==> src/rtl/regfile_wren_guard_pkg.sv <==
// rtl/regfile_wren_guard_pkg.sv - shared defaults and error-cause bit indices for the write-enable guard
package regfile_wren_guard_pkg;

    localparam int DefAddrWidth = 5;

    localparam int NumCauses = 3;
    localparam int ErrAddr   = 2;
    localparam int ErrEn     = 1;
    localparam int ErrOh     = 0;

endpackage

==> src/rtl/wren_icg_cell.sv <==
// rtl/wren_icg_cell.sv - latch-based integrated clock gate with scan override
module wren_icg_cell (
    input  logic clk_i,
    input  logic en_i,
    input  logic test_en_i,
    output logic clk_o
);

    logic r_en_latched;

    // Transparent while the clock is low so enable edges during the high phase cannot glitch clk_o.
    always_latch begin
        if (!clk_i) begin
            r_en_latched <= en_i | test_en_i;
        end
    end

    assign clk_o = clk_i & r_en_latched;

endmodule

==> src/rtl/regfile_wren_guard.sv <==
// rtl/regfile_wren_guard.sv - one-hot write strobe encoder with consistency checks and two-level clock gating
module regfile_wren_guard
    import regfile_wren_guard_pkg::*;
#(
    parameter int AddrWidth   = DefAddrWidth,
    parameter int OneHotWidth = 2**AddrWidth,
    parameter bit AddrCheck   = 1'b1,
    parameter bit EnableCheck = 1'b1
) (
    input  logic                   clk_i,
    input  logic                   rst_i,
    input  logic                   test_en_i,
    input  logic                   en_i,
    input  logic [AddrWidth-1:0]   addr_i,
    input  logic [OneHotWidth-1:0] oh_flip_i,
    output logic [OneHotWidth-1:0] oh_o,
    output logic [OneHotWidth-1:0] gclk_o,
    output logic                   gclk_all_o,
    output logic                   err_o,
    output logic                   err_sticky_o,
    output logic [NumCauses-1:0]   err_cause_o
);

    if (AddrCheck && !EnableCheck) begin : g_bad_check_cfg
        $error("regfile_wren_guard: AddrCheck=1 requires EnableCheck=1");
    end

    if (OneHotWidth < 2 || OneHotWidth > 2**AddrWidth) begin : g_bad_width_cfg
        $error("regfile_wren_guard: OneHotWidth must lie in 2..2**AddrWidth");
    end

    logic [OneHotWidth-1:0] w_oh_raw;
    logic [OneHotWidth-1:0] w_oh;
    logic                   w_addr_in_range;
    logic                   w_oh_at_addr;
    logic [NumCauses-1:0]   w_cause;
    logic [NumCauses-1:0]   r_err_cause;
    logic                   w_gclk_all;

    assign w_addr_in_range = ({1'b0, addr_i} < (AddrWidth + 1)'(OneHotWidth));

    always_comb begin
        w_oh_raw = '0;
        for (int i = 0; i < OneHotWidth; i++) begin
            if (addr_i == AddrWidth'(i)) begin
                w_oh_raw[i] = en_i;
            end
        end
    end

    assign w_oh = w_oh_raw ^ oh_flip_i;

    // Addressed bit of the post-injection vector; stays 0 when the address is out of range.
    always_comb begin
        w_oh_at_addr = 1'b0;
        for (int i = 0; i < OneHotWidth; i++) begin
            if (addr_i == AddrWidth'(i)) begin
                w_oh_at_addr = w_oh[i];
            end
        end
    end

    always_comb begin
        w_cause        = '0;
        w_cause[ErrOh] = !$onehot0(w_oh);
        if (EnableCheck) begin
            w_cause[ErrEn] = en_i ? (w_oh == '0) : (w_oh != '0);
        end
        if (AddrCheck) begin
            w_cause[ErrAddr] = !w_addr_in_range || (en_i && !w_oh_at_addr);
        end
    end

    always_ff @(posedge clk_i or posedge rst_i) begin
        if (rst_i) begin
            r_err_cause <= '0;
        end else begin
            r_err_cause <= r_err_cause | w_cause;
        end
    end

    assign oh_o         = w_oh;
    assign err_o        = |w_cause;
    assign err_cause_o  = r_err_cause;
    assign err_sticky_o = |r_err_cause;

    wren_icg_cell u_icg_all (
        .clk_i     (clk_i),
        .en_i      (en_i),
        .test_en_i (test_en_i),
        .clk_o     (w_gclk_all)
    );

    assign gclk_all_o = w_gclk_all;

    // Word gates hang off the global gated clock so an idle cycle stops the whole tree at the root.
    for (genvar g = 0; g < OneHotWidth; g++) begin : g_word_icg
        wren_icg_cell u_icg_word (
            .clk_i     (w_gclk_all),
            .en_i      (w_oh[g]),
            .test_en_i (test_en_i),
            .clk_o     (gclk_o[g])
        );
    end

endmodule

==> config.mk <==
export PLATFORM = sky130hd
export DESIGN_NAME = regfile_wren_guard
export DESIGN_NICKNAME = d
export VERILOG_FILES = /design/src/rtl/regfile_wren_guard_pkg.sv /design/src/rtl/wren_icg_cell.sv /design/src/rtl/regfile_wren_guard.sv
export SDC_FILE = /design/constraint.sdc
export NUM_CORES = 1
export LEC_CHECK = 0
export BUFFER_PORTS_ARGS = -buffer_cell sky130_fd_sc_hd__buf_4
export CAP_MARGIN = 5
export CORE_ASPECT_RATIO = 1.75
export CORE_UTILIZATION = 30
export CTS_CLUSTER_SIZE = 28
export DETAILED_ROUTE_END_ITERATION = 10
export MAX_ROUTING_LAYER = met4
export PLACE_DENSITY = 0.51
export SYNTH_ARGS = -nofsm -noshare
export SYNTH_HDL_FRONTEND = slang
export SYNTH_SLANG_ARGS = --single-unit
export TNS_END_PERCENT = 30
==> constraint.sdc <==
create_clock -name clk_i -period 16.4 [get_ports clk_i]
set_input_delay 2.46 -clock clk_i [delete_from_list [all_inputs] [get_ports clk_i]]
set_output_delay 2.46 -clock clk_i [all_outputs]
set_load 0.05 [all_outputs]
==> flow_summary_export.csv, run 1 <==
group,metric,value,unit
outcome,status,"finished clean",
logic_synthesis,synth_flop_cell,"dlxtn_1",
logic_synthesis,async_flop_share,8.333,%
timing,grt_setup_unrepaired,"false",
worst_setup_path,rrSetupSlack,15.72,ns
clock_network,cts_setup_buffers,0,
logic_synthesis,synthesis.nets,585,
logic_synthesis,synth_cells,512,
floorplan,start_util,30.67,%
job,drv_cap,0,
logic_synthesis,yosysWarnings,0,
drt,routedWlPerCell,20.22,um
logic_synthesis,synth.distinct_cells,66,
placed_design,gp_congestion,0.9392,
power_and_ir_drop,power_frac_seq,3.9,%
drt,drt_iter0_drc,243,
drt,num_vias,4083,
timing,fin_skew,0,ns
finish,diodes,0,
finish,nets,664,
clock_network,hold_buffers,0,
clock_network,post_cts_resized,0,
floorplan,io_pins,111,
global_routing,overflow,0,
worst_setup_path,start_kind,"latch",
timing,setup_viol,0,
power_and_ir_drop,p_leak,2.815,nW
drt,ant_nets,0,
clock_network,clk_pin_slew,0.03,ns
global_routing,grt_antenna_before_repair,0,
worst_hold_path,hold_class,"reg -> reg",
drt,drc,0,
clock_network,clk_latency,1.12,ns
power_and_ir_drop,power_per_cell_area,239.8,mW/mm2
global_routing,grt_pass1_wl,24030,um
global_routing,grt_max_degree,40,
timing,slew_violations,0,
placed_design,dp_cells,699,
global_routing,grt_pass1_vias,4552,
worst_setup_path,endpoint_kind,"output pin",
drt,wirelength,15570,um
power_and_ir_drop,peakVddDrop,0.07663,mV
clock_network,cts_tree,"yes",
logic_synthesis,avgSynthCellArea,8.016,um2
power_and_ir_drop,p_comb_share,18.9,%
timing,slew_headroom,56.07,%
finish,layoutNonFillerInstCount,770,
worst_setup_path,cp.arrival,10.98,ns
logic_synthesis,synth_area,0.004104,mm2
floorplan,die_area,0.01417,mm2
placed_design,dp_hpwl,11300,um
logic_synthesis,synth-edff-count,0,
drt,via_per_inst,5.303,
global_routing,track_usage,24.08,%
power_and_ir_drop,clkPwrFrac,77.2,%
power_and_ir_drop,p_sw_share,37.87,%
worst_setup_path,worstPathRequired,13.94,ns
floorplan,die_w,90.42,um
floorplan,core_region_area,0.01338,mm2
timing,hold_violations,0,
power_and_ir_drop,p_sw,0.5583,mW
floorplan,dieHeight,156.7,um
drt,dr.pass1.iters,5,
worst_setup_path,path_max_fanout,33,
timing,tightest_slew,0.6543,ns
floorplan,rows,56,
timing,tns,0,ns
power_and_ir_drop,internal-power,0.9158,mW
worst_setup_path,crit_type,"latch -> out",
finish,syn2layout_area_growth,49.82,%
finish,drive_above_1_share,37.08,%
placed_design,io_buffer_count,110,
logic_synthesis,synth-seq-cells,36,
## metrics by stage
stage	power [mW]	hold WS (ns)	util [%]	instance area [um2]	setup slack, ns
after floorplan	0.5752	0.4095	-	4104	4.271
after CTS	1.501	0.4936	45.94	6148	2.896
final	1.474	0.4889	45.94	6148	2.962
after detailed placement	0.6427	0.4423	33.62	4499	3.833
after global routing	1.560	0.5253	45.94	6148	2.858
after global placement	0.6392	0.4425	33.62	4499	3.853
## flip-flops by register name, summed over array words and instances (netlist names)
register,flops
g_word_icg.u_icg_word.r_en_latched,32
u_icg_all.r_en_latched,1
err_cause_o,3
## worst max-delay path, stage by stage (launching register included)
cell       delay (ns)
dlxtn_1          0.38
buf_4            0.26
and2_1           0.34
clkbuf_16        0.19
clkbuf_16        0.11
buf_4            0.18
## Yosys cell counts (12+ instances only)
master | n | area (um2)
xnor2_1 | 17 | 148.9
inv_1 | 32 | 120.1
fa_1 | 24 | 480.5
and3_1 | 35 | 219.0
or3_1 | 12 | 75.07
buf_4 | 69 | 518.0
nor2_1 | 24 | 90.09
dlxtn_1 | 33 | 495.5
buf_2 | 14 | 70.07
nand2_1 | 22 | 82.58
or2_2 | 27 | 168.9
xor2_1 | 16 | 140.1
clkbuf_1 | 13 | 48.80
## layout by cell type (no fill, tap or decap), drive strengths merged, types with 6 or more instances in the layout
master / Yosys / layout
xor2: 16 / 16
xnor2: 17 / 17
or3b: 7 / 7
nor3: 8 / 8
o21ai: 14 / 14
a21oi: 10 / 10
nand2b: 11 / 11
nand3: 6 / 6
buf: 86 / 112
nand4: 8 / 8
dlxtn: 33 / 33
or2: 27 / 27
or3: 12 / 12
inv: 32 / 32
nand2: 22 / 22
nor3b: 9 / 9
and3: 35 / 35
nor2: 24 / 24
fa: 24 / 24
nor2b: 7 / 7
ha: 8 / 8
clkbuf: 13 / 69
nand3b: 6 / 6
## path summary, 6_finish.rpt
| check | start | endpoint | cells past startpoint |
|---|---|---|---|
| worst max-delay path | u_icg_all.r_en_latched$_DLATCH_N_ | gclk_all_o | 5 |
| worst min-delay path | err_cause_o[2]$_DFF_PP0_ | err_cause_o[2]$_DFF_PP0_ | 1 |
| worst max register to register | err_cause_o[1]$_DFF_PP0_ | err_cause_o[1]$_DFF_PP0_ | 1 |
| worst min register to register | err_cause_o[2]$_DFF_PP0_ | err_cause_o[2]$_DFF_PP0_ | 1 |
| max in group gated | u_icg_all.r_en_latched$_DLATCH_N_ | clock gate | 1 |
| max in group asynchronous | rst_i | err_cause_o[2]$_DFF_PP0_ | 2 |
| min in group asynchronous | rst_i | err_cause_o[1]$_DFF_PP0_ | 2 |
| min in group gated | u_icg_all.r_en_latched$_DLATCH_N_ | clock gate | 1 |
## power by group through the flow
stage	sequential (mW)	combinational, mW	clock [mW]
2_1_floorplan	0.0577	0.201	0.317
4_1_cts	0.0570	0.283	1.16
3_3_place_gp	0.0581	0.274	0.307
6_report	0.0570	0.279	1.14
3_5_place_dp	0.0581	0.277	0.307
5_1_grt	0.0573	0.321	1.18
## cells by family after synthesis
kind of cell             Yosys count  share of synthesized area, %
AND/OR/NAND/NOR                  202                         30.12
adder cells (fa/ha/maj)           32                         14.15
AO/OA/AOI/OAI                     68                         12.26
multiplexers                      10                         3.445
buffers and inverters            131                         19.09
latches                           33                         12.07
flip-flops                         3                         1.829
XOR/XNOR                          33                         7.043
## per-layer routing
layer / track usage [%] / up-vias / routed length [um]
li1: - / 1871 / -
met1: 21.57 / 1976 / 5389
met2: 39.08 / 190 / 8591
met3: 9.670 / 46 / 845
met4: 21.66 / 0 / 745
met5: - / - / 0
## layout make-up
cell class,count,area [um2]
fillers,1301,7234
multi-input cells,345,2750
clock buffers,102,1889
repair buffers,79,593.1
flip-flops and latches,36,570.5
well taps,174,217.7
inverters,32,120.1
clock inverters,2,7.507
Power figures use the tool's default switching activity.
==> run 2, diff against run 1 <==
Clock period 16.4 ns to 12.8 ns, I/O delays scaled along.
==> flow_summary_export.csv, run 2 (same netlist as run 1, synthesis figures left out) <==
group,metric,value,unit
floorplan,die_w,90.42,um
placed_design,gp_congestion,0.9537,
clock_network,post_cts_resized,0,
global_routing,grt_max_degree,40,
drt,drt_iter0_drc,257,
finish,final_cell_mix,"buf_4, clkbuf_16, and3_1, dlxtn_1, inv_1",
finish,layout_commonest_cell,"buf_4",
floorplan,rows,56,
finish,drive_above_1_share,37.40,%
placed_design,place_area,0.004492,mm2
worst_setup_path,endpoint_kind,"output pin",
power_and_ir_drop,clkPwrFrac,77.6,%
power_and_ir_drop,p_sw,0.7352,mW
finish,diodes,0,
drt,dr.pass1.iters,5,
power_and_ir_drop,p_sw_share,38.18,%
global_routing,overflow,0,
power_and_ir_drop,p_leak,2.831,nW
finish,multi_input_area,0.002750,mm2
drt,ant_nets,0,
clock_network,clk_pin_slew,0.03,ns
global_routing,grt_antenna_before_repair,0,
global_routing,track_usage,25.70,%
worst_setup_path,cpMaxStageDelayCell,"dlxtn_1",
worst_setup_path,startpoint,"u_icg_all.r_en_latched$_DLATCH_N_",
power_and_ir_drop,power_frac_seq,3.8,%
placed_design,io_buffer_count,110,
worst_setup_path,cp.arrival,9.33,ns
worst_hold_path,min_from,"err_cause_o[2]$_DFF_PP0_",
drt,routed-wl-met3,955,um
timing,grt_setup_unrepaired,"false",
timing,hold_violations,0,
drt,wl_met2,8836,um
worst_setup_path,path_max_fanout,33,
finish,finalInstanceArea,0.006186,mm2
placed_design,place_ws,2.551,ns
job,drv_cap,0,
power_and_ir_drop,power,1.926,mW
power_and_ir_drop,peakVddDrop,0.1280,mV
worst_setup_path,worstPathRequired,10.88,ns
drt,highest_layer,"met4",
placed_design,dp_hpwl,11260,um
finish,regArea,570.5,um2
worst_hold_path,hold_class,"reg -> reg",
timing,fin_skew,0,ns
floorplan,core_region_area,0.01338,mm2
timing,layout_setup_ws,1.549,ns
outcome,status,"finished clean",
finish,top_register,"g_word_icg.u_icg_word.r_en_latched",
clock_network,hold_buffers,0,
floorplan,start_util,30.67,%
drt,num_vias,4208,
finish,nets,665,
floorplan,dieHeight,156.7,um
clock_network,cts_tree,"yes",
timing,slew_violations,0,
drt,wirelength,16610,um
floorplan,die_area,0.01417,mm2
worst_setup_path,crit_path_cell_trace,"buf_4 > and2_1 > clkbuf_16 > clkbuf_16 > buf_4",
power_and_ir_drop,power_per_cell_area,311.3,mW/mm2
clock_network,clk_latency,1.23,ns
power_and_ir_drop,p_comb_share,18.6,%
drt,drc,0,
finish,largest_reg_flops,32,
timing,tightest_slew,0.9685,ns
timing,setup_viol,0,
global_routing,grt_pass1_wl,26690,um
drt,routedWlPerCell,21.48,um
finish,fillCellCount,1251,
global_routing,grt_pass1_vias,4799,
clock_network,cts_setup_buffers,0,
worst_setup_path,critPathMaxStageDelay,0.39,ns
worst_setup_path,crit_type,"latch -> out",
drt,met1_length,5811,um
floorplan,io_pins,111,
finish,syn2layout_area_growth,50.73,%
timing,tns,0,ns
worst_setup_path,r2r_start,"err_cause_o[1]$_DFF_PP0_",
power_and_ir_drop,internal-power,1.190,mW
worst_setup_path,start_kind,"latch",
timing,slew_headroom,34.97,%
drt,via_per_inst,5.444,
-- run 2: cell types whose count changed in the layout (fill, tap and decap cells not counted), sizes merged --
cell / delta
clkbuf: +2
clkinvlp: +1
-- run 2: final timing paths --
kind	endpoint	cells past startpoint	slack, ns
setup / recovery	gclk_all_o	5	1.55
hold / removal	err_cause_o[2]$_DFF_PP0_	1	0.49
setup reg to reg	err_cause_o[1]$_DFF_PP0_	1	12.13
hold reg to reg	err_cause_o[2]$_DFF_PP0_	1	0.49
max in group gated	clock gate	1	4.67
max in group asynchronous	err_cause_o[1]$_DFF_PP0_	2	12.11
min in group asynchronous	err_cause_o[0]$_DFF_PP0_	2	0.55
min in group gated	clock gate	1	1.49
-- run 2: critical path, delay by kind of cell (launching register included) --
family	cells	cell delay (ns)
buf+inv	4	0.74
simple gates	1	0.35
latches	1	0.39
-- run 2: power groups by stage --
stage / sequential, mW / clock, mW / combinational (mW)
after global routing: 0.0738 / 1.55 / 0.410
final: 0.0733 / 1.49 / 0.358
after detailed placement: 0.0748 / 0.394 / 0.350
after CTS: 0.0731 / 1.52 / 0.360
after global placement: 0.0747 / 0.394 / 0.343
after floorplan: 0.0739 / 0.406 / 0.257
-- run 2: area by class of cell --
type / count / share of cell area (%)
tap: 174 / 3.519
clock inverter: 3 / 0.2629
clock buffer: 104 / 31.01
sequential: 36 / 9.223
timing repair buffer: 79 / 9.587
multi-input combinational: 345 / 44.46
inverter: 32 / 1.942
-- run 2: routing by layer --
| layer | track usage [%] | vias to the layer above |
|---|---|---|
| met5 | - | - |
| met4 | 20.05 | 0 |
| met3 | 9.961 | 86 |
| met2 | 40.60 | 230 |
| met1 | 25.34 | 2015 |
| li1 | - | 1877 |
-- run 2: metrics by stage --
step	cells	hold slack [ns]	utilization, %
6_report	773	0.4854	46.22
3_3_place_gp	698	0.4462	33.56
3_5_place_dp	698	0.4494	33.56
2_1_floorplan	512	0.4095	-
5_1_grt	773	0.5222	46.22
4_1_cts	772	0.4865	46.17
==> run 3, diff against run 2 <==
Settings changed: ABC_AREA from default to 1, PLACE_DENSITY 0.51 to 0.53, SYNTH_HIERARCHICAL from default to 1.
==> flow_summary_export.csv, run 3 <==
group,metric,value,unit
finish,largest_reg_flops,32,
placed_design,io_buffer_count,110,
power_and_ir_drop,power,1.211,mW
power_and_ir_drop,power_per_cell_area,247.2,mW/mm2
timing,fin_skew,0,ns
power_and_ir_drop,power_frac_seq,6.1,%
logic_synthesis,synthTopCellsByCount,"inv_1, nand2_1, dlxtn_1",
clock_network,post_cts_resized,0,
floorplan,die_w,79.48,um
logic_synthesis,synth-edff-count,0,
clock_network,cts_tree,"yes",
worst_setup_path,worstPathRequired,10.88,ns
timing,tns,0,ns
timing,hold_violations,0,
finish,syn2layout_area_growth,55.46,%
logic_synthesis,async_flop_share,8.333,%
power_and_ir_drop,p_sw,0.6283,mW
finish,diodes,0,
global_routing,overflow,0,
timing,slew_violations,0,
logic_synthesis,synth_flop_cell,"dlxtn_1",
global_routing,grt_pass1_vias,3917,
outcome,status,"finished clean",
timing,hold_ws,0.4797,ns
power_and_ir_drop,p_sw_share,51.88,%
worst_setup_path,crit_type,"latch -> out",
logic_synthesis,synth_compound_area_share,2.025,%
drt,dr.pass1.iters,4,
logic_synthesis,synthAdderAreaFrac,18.42,%
logic_synthesis,muxShareOfSynthArea,0,%
power_and_ir_drop,internal-power,0.5827,mW
job,drv_cap,0,
finish,nets,777,
timing,tightest_slew,0.6405,ns
finish,drive_above_1_share,21.55,%
clock_network,clk_pin_slew,0.03,ns
floorplan,die_area,0.01094,mm2
timing,setup_viol,0,
floorplan,core_region_area,0.01024,mm2
power_and_ir_drop,p_comb_share,26.9,%
logic_synthesis,synth_area,0.003152,mm2
drt,routedWlPerCell,12.40,um
placed_design,place_area,0.004103,mm2
clock_network,clk_latency,0.67,ns
logic_synthesis,synth.distinct_cells,34,
floorplan,dieHeight,137.6,um
logic_synthesis,synth-seq-cells,36,
finish,layout_commonest_cell,"inv_1",
power_and_ir_drop,p_leak,3.155,nW
finish,utilization,47.86,%
logic_synthesis,yosysMostFrequentCell,"inv_1",
logic_synthesis,yosys.area.top_type,"inv_1",
logic_synthesis,synth_top_family_by_area,"simple AND/OR/NAND/NOR gates",
global_routing,grt_max_degree,41,
global_routing,grt_antenna_before_repair,0,
finish,top_register,"g_word_icg.u_icg_word/r_en_latched",
placed_design,dp_cells,747,
timing,grt_setup_unrepaired,"false",
finish,finalInstanceArea,0.004900,mm2
logic_synthesis,synthSimpleGateAreaFrac,32.00,%
worst_hold_path,hold_path_depth,2,
clock_network,hold_buffers,0,
logic_synthesis,synth.top_cell.area_share,19.41,%
clock_network,cts_setup_buffers,0,
finish,final_cell_mix,"inv_1, nand2_1, buf_4, dlxtn_1, nor2_1",
global_routing,track_usage,20.89,%
global_routing,grt_pass1_wl,16530,um
timing,layout_setup_ws,2.426,ns
logic_synthesis,avgSynthCellArea,6.096,um2
logic_synthesis,synth_cells,517,
timing,min_period,10.37,ns
worst_setup_path,path_max_fanout,8,
timing,fin_crit_sh,81.05,%
drt,wirelength,10380,um
logic_synthesis,yosys.area_share.xor_xnor,8.257,%
floorplan,io_pins,111,
worst_hold_path,hold_class,"reg -> reg",
worst_setup_path,start_kind,"latch",
drt,drt_iter0_drc,104,
finish,layoutNonFillerInstCount,837,
placed_design,place_ws,2.466,ns
power_and_ir_drop,peakVddDrop,0.1355,mV
drt,via_per_inst,4.382,
floorplan,start_util,30.78,%
timing,slew_headroom,56.99,%
power_and_ir_drop,clkPwrFrac,67.1,%
floorplan,rows,49,
timing,max_freq,96.97,MHz
logic_synthesis,synth.area.top_cells,"inv_1, nand2_1, dlxtn_1",
drt,num_vias,3668,
worst_setup_path,endpoint_kind,"output pin",
worst_setup_path,reg2reg_depth,1,
worst_setup_path,cp.arrival,8.45,ns
logic_synthesis,synthesis.nets,590,
logic_synthesis,yosysWarnings,6,
drt,drc,0,
placed_design,gp_congestion,0.8378,
drt,ant_nets,0,
placed_design,dp_hpwl,7835,um
==> run 3: cell types whose count changed in the layout (fill, tap and decap cells not counted), sizes merged, moves of 7 or more <==
cell	before	now
or3	12	0
nor4	2	9
or2	27	2
or3b	7	0
clkbuf	71	19
o21ai	14	5
nor2	24	37
nand2	22	154
and3	35	0
nor2b	7	0
nand2b	11	0
nor3b	9	0
a21oi	10	1
inv	32	232
==> run 3: worst max-delay path, cell delays in order, from the launching register on <==
cell and delay (ns):
dlxtn_1 0.45, nand2_1 0.10, clkbuf_16 0.20, clkbuf_16 0.17, inv_1 0.05, nand2_1 0.06
inv_1 0.05, buf_4 0.18
==> run 3: cell families after synthesis <==
| kind of cell | Yosys count |
|---|---|
| AOI/OAI and AO/OA | 10 |
| xor gates and xnor gates | 28 |
| adders and majority gates | 32 |
| buffers and inverters | 175 |
| DFF | 3 |
| latches | 33 |
| and+or+nand+nor | 236 |
==> run 3: cell type report <==
| class | count | area [um2] |
|---|---|---|
| Fill cell | 1099 | 5339 |
| Multi-Input combinational cell | 306 | 1913 |
| Clock buffer | 52 | 701.9 |
| Timing Repair Buffer | 78 | 585.6 |
| Sequential cell | 36 | 570.5 |
| Inverter | 134 | 503.0 |
| Clock inverter | 104 | 466.7 |
| Tap cell | 127 | 158.9 |
==> run 3: final timing paths <==
check,startpoint,end,slack (ns)
max,u_icg_all/r_en_latched$_DLATCH_N_,gclk_o[0],2.43
min,err_cause_o[2]$_DFF_PP0_,err_cause_o[2]$_DFF_PP0_,0.48
max reg2reg,err_cause_o[0]$_DFF_PP0_,err_cause_o[0]$_DFF_PP0_,12.00
min reg2reg,err_cause_o[2]$_DFF_PP0_,err_cause_o[2]$_DFF_PP0_,0.48
max in group gated,u_icg_all/r_en_latched$_DLATCH_N_,clock gate,5.37
max in group asynchronous,rst_i,err_cause_o[1]$_DFF_PP0_,11.53
min in group gated,u_icg_all/r_en_latched$_DLATCH_N_,clock gate,0.82
min in group asynchronous,rst_i,err_cause_o[2]$_DFF_PP0_,1.13
==> run 3: per-layer routing <==
layer	vias up	GRT usage, %	share of wire [%]
met5	-	-	0
met4	0	20.10	4.5
met3	37	7.417	3.7
met2	109	33.86	55
met1	1681	18.36	37
li1	1841	-	-
==> run 3: power by group through the flow <==
stage | combinational, mW | clock [mW] | sequential (mW)
floorplan | 0.238 | 0.318 | 0.0742
global placement | 0.318 | 0.414 | 0.0745
detailed placement | 0.326 | 0.414 | 0.0745
CTS | 0.334 | 0.832 | 0.0736
global route | 0.386 | 0.864 | 0.0739
finish | 0.325 | 0.812 | 0.0736
